`src/rtl/wb_pkg.sv`:
```
// +--------------------------------------------------------------------------+
// | wb_pkg : shared widths, arbiter state encoding and request bundle for the |
// |          23-bit-address / 8-bit-data Wishbone classic bus                 |
// | Rev 1.0                                                                   |
// +--------------------------------------------------------------------------+
`default_nettype none

package wb_pkg;

  localparam int WB_ADDR_W = 23;
  localparam int WB_DATA_W = 8;

  typedef enum logic [1:0] {
    IDLE  = 2'd0,
    GNT0  = 2'd1,
    GNT1  = 2'd2,
    ABORT = 2'd3
  } arb_state_t;

  typedef struct packed {
    logic                 cyc;
    logic                 stb;
    logic                 we;
    logic [WB_ADDR_W-1:0] adr;
    logic [WB_DATA_W-1:0] dat;
  } wb_req_t;

  function automatic wb_req_t wb_req_mux(input logic sel1, input wb_req_t r0, input wb_req_t r1);
    return sel1 ? r1 : r0;
  endfunction

endpackage

`default_nettype wire

```
`src/rtl/wb_watchdog.sv`:
```
// +--------------------------------------------------------------------------+
// | wb_watchdog : saturating stall counter with a one-cycle expire pulse;     |
// |               TIMEOUT_CYC = 0 disables expiry                             |
// | Rev 1.0                                                                   |
// +--------------------------------------------------------------------------+
`default_nettype none

module wb_watchdog #(
  parameter int TIMEOUT_CYC = 255
) (
  input  logic clk,
  input  logic rst,
  input  logic i_count,
  input  logic i_clear,
  output logic o_expire
);

  localparam int              WD_W   = (TIMEOUT_CYC < 1) ? 1 : $clog2(TIMEOUT_CYC + 1);
  localparam logic            c_EN   = (TIMEOUT_CYC > 0);
  localparam logic [WD_W-1:0] c_LAST = WD_W'((TIMEOUT_CYC < 1) ? 0 : TIMEOUT_CYC - 1);
  localparam logic [WD_W-1:0] c_MAX  = {WD_W{1'b1}};

  logic [WD_W-1:0] r_wdog;

  always_ff @(posedge clk) begin
    if (rst || i_clear) begin
      r_wdog <= '0;
    end else if (i_count && (r_wdog != c_MAX)) begin
      r_wdog <= r_wdog + WD_W'(1);
    end
  end

  // Fires on the stalled cycle that would bring the count to TIMEOUT_CYC.
  assign o_expire = c_EN && i_count && (r_wdog == c_LAST);

endmodule

`default_nettype wire

```
`src/rtl/wb_arbiter2.sv`:
```
// +--------------------------------------------------------------------------+
// | wb_arbiter2 : two-master / one-slave Wishbone classic round-robin arbiter |
// |               with a watchdog that aborts hung slave cycles with err      |
// | Rev 1.0                                                                   |
// +--------------------------------------------------------------------------+
`default_nettype none

module wb_arbiter2
  import wb_pkg::*;
#(
  parameter int ADDR_W      = WB_ADDR_W,
  parameter int DATA_W      = WB_DATA_W,
  parameter int TIMEOUT_CYC = 255
) (
  input  logic              clk_i,
  input  logic              rst_i,
  input  logic              m0_cyc_i,
  input  logic              m0_stb_i,
  input  logic              m0_we_i,
  input  logic [ADDR_W-1:0] m0_adr_i,
  input  logic [DATA_W-1:0] m0_dat_i,
  output logic [DATA_W-1:0] m0_dat_o,
  output logic              m0_ack_o,
  output logic              m0_err_o,
  output logic              m0_rty_o,
  input  logic              m1_cyc_i,
  input  logic              m1_stb_i,
  input  logic              m1_we_i,
  input  logic [ADDR_W-1:0] m1_adr_i,
  input  logic [DATA_W-1:0] m1_dat_i,
  output logic [DATA_W-1:0] m1_dat_o,
  output logic              m1_ack_o,
  output logic              m1_err_o,
  output logic              m1_rty_o,
  output logic              s_cyc_o,
  output logic              s_stb_o,
  output logic              s_we_o,
  output logic [ADDR_W-1:0] s_adr_o,
  output logic [DATA_W-1:0] s_dat_o,
  input  logic [DATA_W-1:0] s_dat_i,
  input  logic              s_ack_i,
  input  logic              s_err_i,
  input  logic              s_rty_i,
  output logic [1:0]        gnt_o
);

  arb_state_t r_state;
  logic       r_rr_last;
  logic       r_abort_m;

  wb_req_t w_req0;
  wb_req_t w_req1;
  wb_req_t w_sel;
  logic    w_g0;
  logic    w_g1;
  logic    w_granted;
  logic    w_term;
  logic    w_live_stb;
  logic    w_release;
  logic    w_expire;

  assign w_req0 = '{cyc: m0_cyc_i, stb: m0_stb_i, we: m0_we_i, adr: m0_adr_i, dat: m0_dat_i};
  assign w_req1 = '{cyc: m1_cyc_i, stb: m1_stb_i, we: m1_we_i, adr: m1_adr_i, dat: m1_dat_i};

  assign w_g0      = (r_state == GNT0);
  assign w_g1      = (r_state == GNT1);
  assign w_granted = w_g0 | w_g1;
  assign w_sel     = wb_req_mux(w_g1, w_req0, w_req1);
  assign w_term    = s_ack_i | s_err_i | s_rty_i;
  assign w_live_stb = w_granted & w_sel.cyc & w_sel.stb;
  assign w_release = w_granted & ~w_sel.cyc;

  wb_watchdog #(
    .TIMEOUT_CYC (TIMEOUT_CYC)
  ) u_wdog (
    .clk      (clk_i),
    .rst      (rst_i),
    .i_count  (w_live_stb & ~w_term),
    .i_clear  (w_term | ~w_granted | w_release),
    .o_expire (w_expire)
  );

  // On expiry the slave is cut off in the same cycle the err pulse goes out.
  assign s_cyc_o = w_granted & w_sel.cyc & ~w_expire;
  assign s_stb_o = w_live_stb & ~w_expire;
  assign s_we_o  = w_granted & w_sel.we;
  assign s_adr_o = w_sel.adr;
  assign s_dat_o = w_sel.dat;

  assign m0_ack_o = w_g0 & s_ack_i;
  assign m0_rty_o = w_g0 & s_rty_i;
  assign m0_err_o = w_g0 & (s_err_i | w_expire);
  assign m0_dat_o = w_g0 ? s_dat_i : '0;

  assign m1_ack_o = w_g1 & s_ack_i;
  assign m1_rty_o = w_g1 & s_rty_i;
  assign m1_err_o = w_g1 & (s_err_i | w_expire);
  assign m1_dat_o = w_g1 ? s_dat_i : '0;

  assign gnt_o = {w_g1, w_g0};

  always_ff @(posedge clk_i) begin
    if (rst_i) begin
      r_state   <= IDLE;
      r_rr_last <= 1'b1;
      r_abort_m <= 1'b0;
    end else begin
      case (r_state)
        IDLE: begin
          if (m0_cyc_i && m1_cyc_i) begin
            r_state <= r_rr_last ? GNT0 : GNT1;
          end else if (m0_cyc_i) begin
            r_state <= GNT0;
          end else if (m1_cyc_i) begin
            r_state <= GNT1;
          end
        end
        GNT0, GNT1: begin
          if (w_release) begin
            r_state   <= IDLE;
            r_rr_last <= w_g1;
          end else if (w_expire) begin
            r_state   <= ABORT;
            r_abort_m <= w_g1;
          end
        end
        ABORT: begin
          if (!(r_abort_m ? m1_cyc_i : m0_cyc_i)) begin
            r_state   <= IDLE;
            r_rr_last <= r_abort_m;
          end
        end
        default: r_state <= IDLE;
      endcase
    end
  end

endmodule

`default_nettype wire

```
`config.mk`:
```
export PLATFORM = sky130hd
export DESIGN_NAME = wb_arbiter2
export DESIGN_NICKNAME = d
export VERILOG_FILES = /design/src/rtl/wb_pkg.sv /design/src/rtl/wb_watchdog.sv /design/src/rtl/wb_arbiter2.sv
export SDC_FILE = /design/constraint.sdc
export NUM_CORES = 1
export LEC_CHECK = 0
export BUFFER_PORTS_ARGS = -buffer_cell sky130_fd_sc_hd__buf_2
export CAP_MARGIN = 20
export CORE_MARGIN = 2
export CORE_UTILIZATION = 36
export CTS_CLUSTER_DIAMETER = 40
export DETAILED_ROUTE_END_ITERATION = 12
export GPL_TIMING_DRIVEN = 0
export PLACE_DENSITY = 0.9
export SLEW_MARGIN = 20
export SYNTH_ARGS = -nofsm -noshare
export SYNTH_HDL_FRONTEND = slang
export SYNTH_SLANG_ARGS = --single-unit
```
`constraint.sdc`:
```
create_clock -name clk_i -period 3.4 [get_ports clk_i]
set_clock_uncertainty 0.15 [all_clocks]
set_input_delay 0.34 -clock clk_i [delete_from_list [all_inputs] [get_ports clk_i]]
set_output_delay 0.34 -clock clk_i [all_outputs]
set_load 0.01 [all_outputs]
```
==> key figures <==
STA
  • FMAX: ~330 MHz
  • Final setup viols: 0
  • Max-slew violation count: 0
  • Period minus WS final: 3.05 ns
  • Final critical-path share of the clock period: between 80% and 90%
  • Setup TNS: 0 ns
  • Worst hold margin: ~0.16 ns
  • Rel. slew slack: about two fifths
  • Least-Margin Pin Slew: 0.889 ns
  • Final hold violation count: 0
  • RSZ-0062 raised after global routing: no

Logic synthesis
  • Sequential element share of the synthesized area: 17.2%
  • Mean Syn Cell Area: roughly 8.4 um^2
  • Syn Std Cell Area: between 1000 and 1500 um^2
  • Area share of the largest cell type after synthesis: a little over a quarter
  • Number of synthesized flops with an enable pin: 0
  • Dominant synthesized flop cell: dfxtp_1
  • Async set-reset flop share out of synthesis: 0%
  • Synth Register Bits: 12
  • Mapped Cells: approximately 170
  • Synth Warn #: 0
  • Cells taking the most area after synthesis: mux2_2 27%, dfxtp_1 17%, and2_1 9.8%, ha_1 7.2%, mux2i_1 5.0%
  • Count of cell types in the netlist: 38
  • Syn nets: 255
  • Leading area contributor after synthesis: mux2_2
  • Count leader, synth: mux2_2
  • Top cells by count, synth: 33 x mux2_2, 22 x and2_1, 12 x dfxtp_1

CTS
  • Worst-skew pair later-pin latency: approximately 0.25 ns
  • Post-CTS setup buffers: 0
  • Root Buffer: clkbuf_8
  • H-tree Lvls: 1
  • TritonCTS Buffers: 3
  • Clk sink count: 12
  • Max clock buf depth: 2
  • CTS clk-pin slew, worst paths: ~0.06 ns
  • CTS Hold Bufs: 0
  • Post-CTS Resized: 0
  • CTS tree: done

Global route
  • Largest net degree at the start of global routing: 11
  • Global route overflow: 0
  • First-pass GRT wire length: ~7.5 mm
  • Number of global-route vias before repair: between 1500 and 2000
  • GRT Total Usage: 21.7%
  • Initial antenna violation count: 0

Setup path
  • Critical path cell sequence: inv_1 -> ha_1 -> buf_2 -> mux2i_1 -> nor4_1 -> a31oi_1 -> nor2b_1 -> buf_2
  • Crit-path most repeated cell: buf_2
  • Critical Path RT: roughly 2.9 ns
  • Startpoint Class: flop
  • Crit path launch: r_state[0]
  • Slack of the worst reg-to-reg path: a little over 0.8 ns
  • R2R depth: 8
  • Critical path's slowest cell: nor4_1
  • Max incr delay on CP: 0.74 ns
  • Critical path data arrival time: approximately 2.6 ns
  • FF-to-FF Start: r_state[0]
  • Max FO, Critical Path: 10
  • Crit Reg-Reg Endpoint: u_wdog.r_wdog[3]
  • Crit Path Class: flop to output pin
  • Crit end category: output pin

Floorplanning
  • Initial cell density of the core: 37.9%
  • Die area: roughly 4400 um^2
  • Die height: around 66 um
  • I/O pin count: ~140
  • Site Rows: 22
  • Die Wd: about 66 um
  • Core area: between 3000 and 4000 um^2

Route
  • Drt pass-1 iters: 4
  • DR iter-0 viols: 39
  • Post-DRT Antenna Nets: 0
  • DRC Markers: 0
  • Via density: roughly 5.2
  • WL/cell: about 14 um
  • Drt total wl: 4.92 mm
  • DR vias: between 1500 and 2000

Final layout
  • Area Overhead vs Synth: 57.7%
  • Area occupied by multi-input gates: between 1000 and 1500 um^2
  • # fillers: 329
  • Layout cells sized above 1: 58.4%
  • N_diodes: 0
  • Nets: about 400
  • Seq. cell area: 240 um^2

Min path
  • Hold crit path type: input port to flop
  • Cells on Worst Hold Path: 2
  • Min-delay src: rst_i
  • Hold EP: r_abort_m

Outcome
  • Status: completed

Power and ir drop
  • Leak Pwr: approximately 1.1 nW
  • PwrDens: ~500 nW/um^2
  • Worst VDD drop: about 0.00032 V

Run
  • Max_cap viols: 0

Placement
  • PortBufs: about 140
  • GP Congestion: between 0.8 and 0.9
  • Detailed placer's ending HPWL: between 4 and 5 mm
==> cell families (layout without fill, tap and decap cells) <==
group | after synthesis | in the layout | synth area share (%)
simple gates | 63 | 63 | 26.5
compound gates | 25 | 25 | 11.9
buf+inv | 18 | 160 | 5.64
mux | 40 | 40 | 31.6
flops | 12 | 12 | 17.2
fa+ha+maj | 8 | 8 | 7.16
==> routing by layer <==
| layer | vias up | global-route usage, % | routed length, um |
|---|---|---|---|
| li1 | 895 | - | - |
| met1 | 843 | 21.4 | 1900 |
| met2 | 109 | 43.5 | 2460 |
| met3 | 6 | 5.96 | 512 |
| met4 | 0 | 5.36 | 48 |
| met5 | - | 0 | 0 |
==> critical path, delay by kind of cell (launching register included) <==
kind | cells | cell delay (ns)
compound gates | 1 | 0.23
fa+ha+maj | 1 | 0.22
buf+inv | 3 | 0.45
flops | 1 | 0.38
mux | 1 | 0.15
simple gates | 2 | 0.89
==> layout by cell type, fill, tap and decap left out, drive strengths merged <==
cell type / instances
o311ai: 1
a21oi: 6
a21o: 1
o31ai: 3
clkbuf: 7
a221oi: 1
o21ai: 3
ha: 8
dfxtp: 12
a211oi: 1
nor2b: 2
mux2: 33
buf: 145
a31oi: 2
nand3: 7
or3: 2
a22oi: 1
nor2: 3
o211ai: 2
and4: 1
nand4: 3
nor4: 3
mux2i: 7
nand2: 5
a41oi: 1
nor3: 3
inv: 8
and2: 23
a311oi: 1
and3: 3
o22ai: 1
nor3b: 1
or4: 4
a21boi: 1
nand2b: 3
==> worst max path at each step <==
stage / end / slack, ns / depth (start not counted)
2_1_floorplan: u_wdog.r_wdog[3] / 1.01 / 8
4_1_cts: m0_err_o / 0.39 / 8
3_3_place_gp: m1_err_o / 0.66 / 8
3_5_place_dp: m0_err_o / 0.67 / 8
6_report: m0_err_o / 0.35 / 8
5_1_grt: m0_err_o / 0.12 / 8
==> final cells by class <==
cell class                 instances  area share [%]
buffer                            10            2.21
clock buffer                       4            2.50
inverter                           8            1.36
multi-input combinational        136            48.9
sequential                        12            10.9
tap                               48            2.73
timing repair buffer             138            31.3
==> where the power goes <==
part	internal, mW	switching [mW]
sequential	0.155	0.0130
combinational	0.378	0.396
clock	0.103	0.0569
total	0.635	0.466
==> state kept, by name, summed over array words and instances (netlist names) <==
name and flops:
u_wdog.r_wdog 8, r_state 2, r_abort_m 1, r_rr_last 1
==> through the flow <==
step / utilization (%) / worst slack (ns) / total power, mW / std cells / instance area, um^2
3_3_place_gp: 58.2 / 0.662 / 0.922 / 352 / 2150
5_1_grt: 59.7 / 0.118 / 1.19 / 356 / 2200
2_1_floorplan: - / 1.01 / 0.664 / 166 / 1400
3_5_place_dp: 58.2 / 0.668 / 0.944 / 352 / 2150
4_1_cts: 59.7 / 0.392 / 1.11 / 356 / 2200
6_report: 59.7 / 0.346 / 1.10 / 356 / 2200
Power figures use the tool's default switching activity.
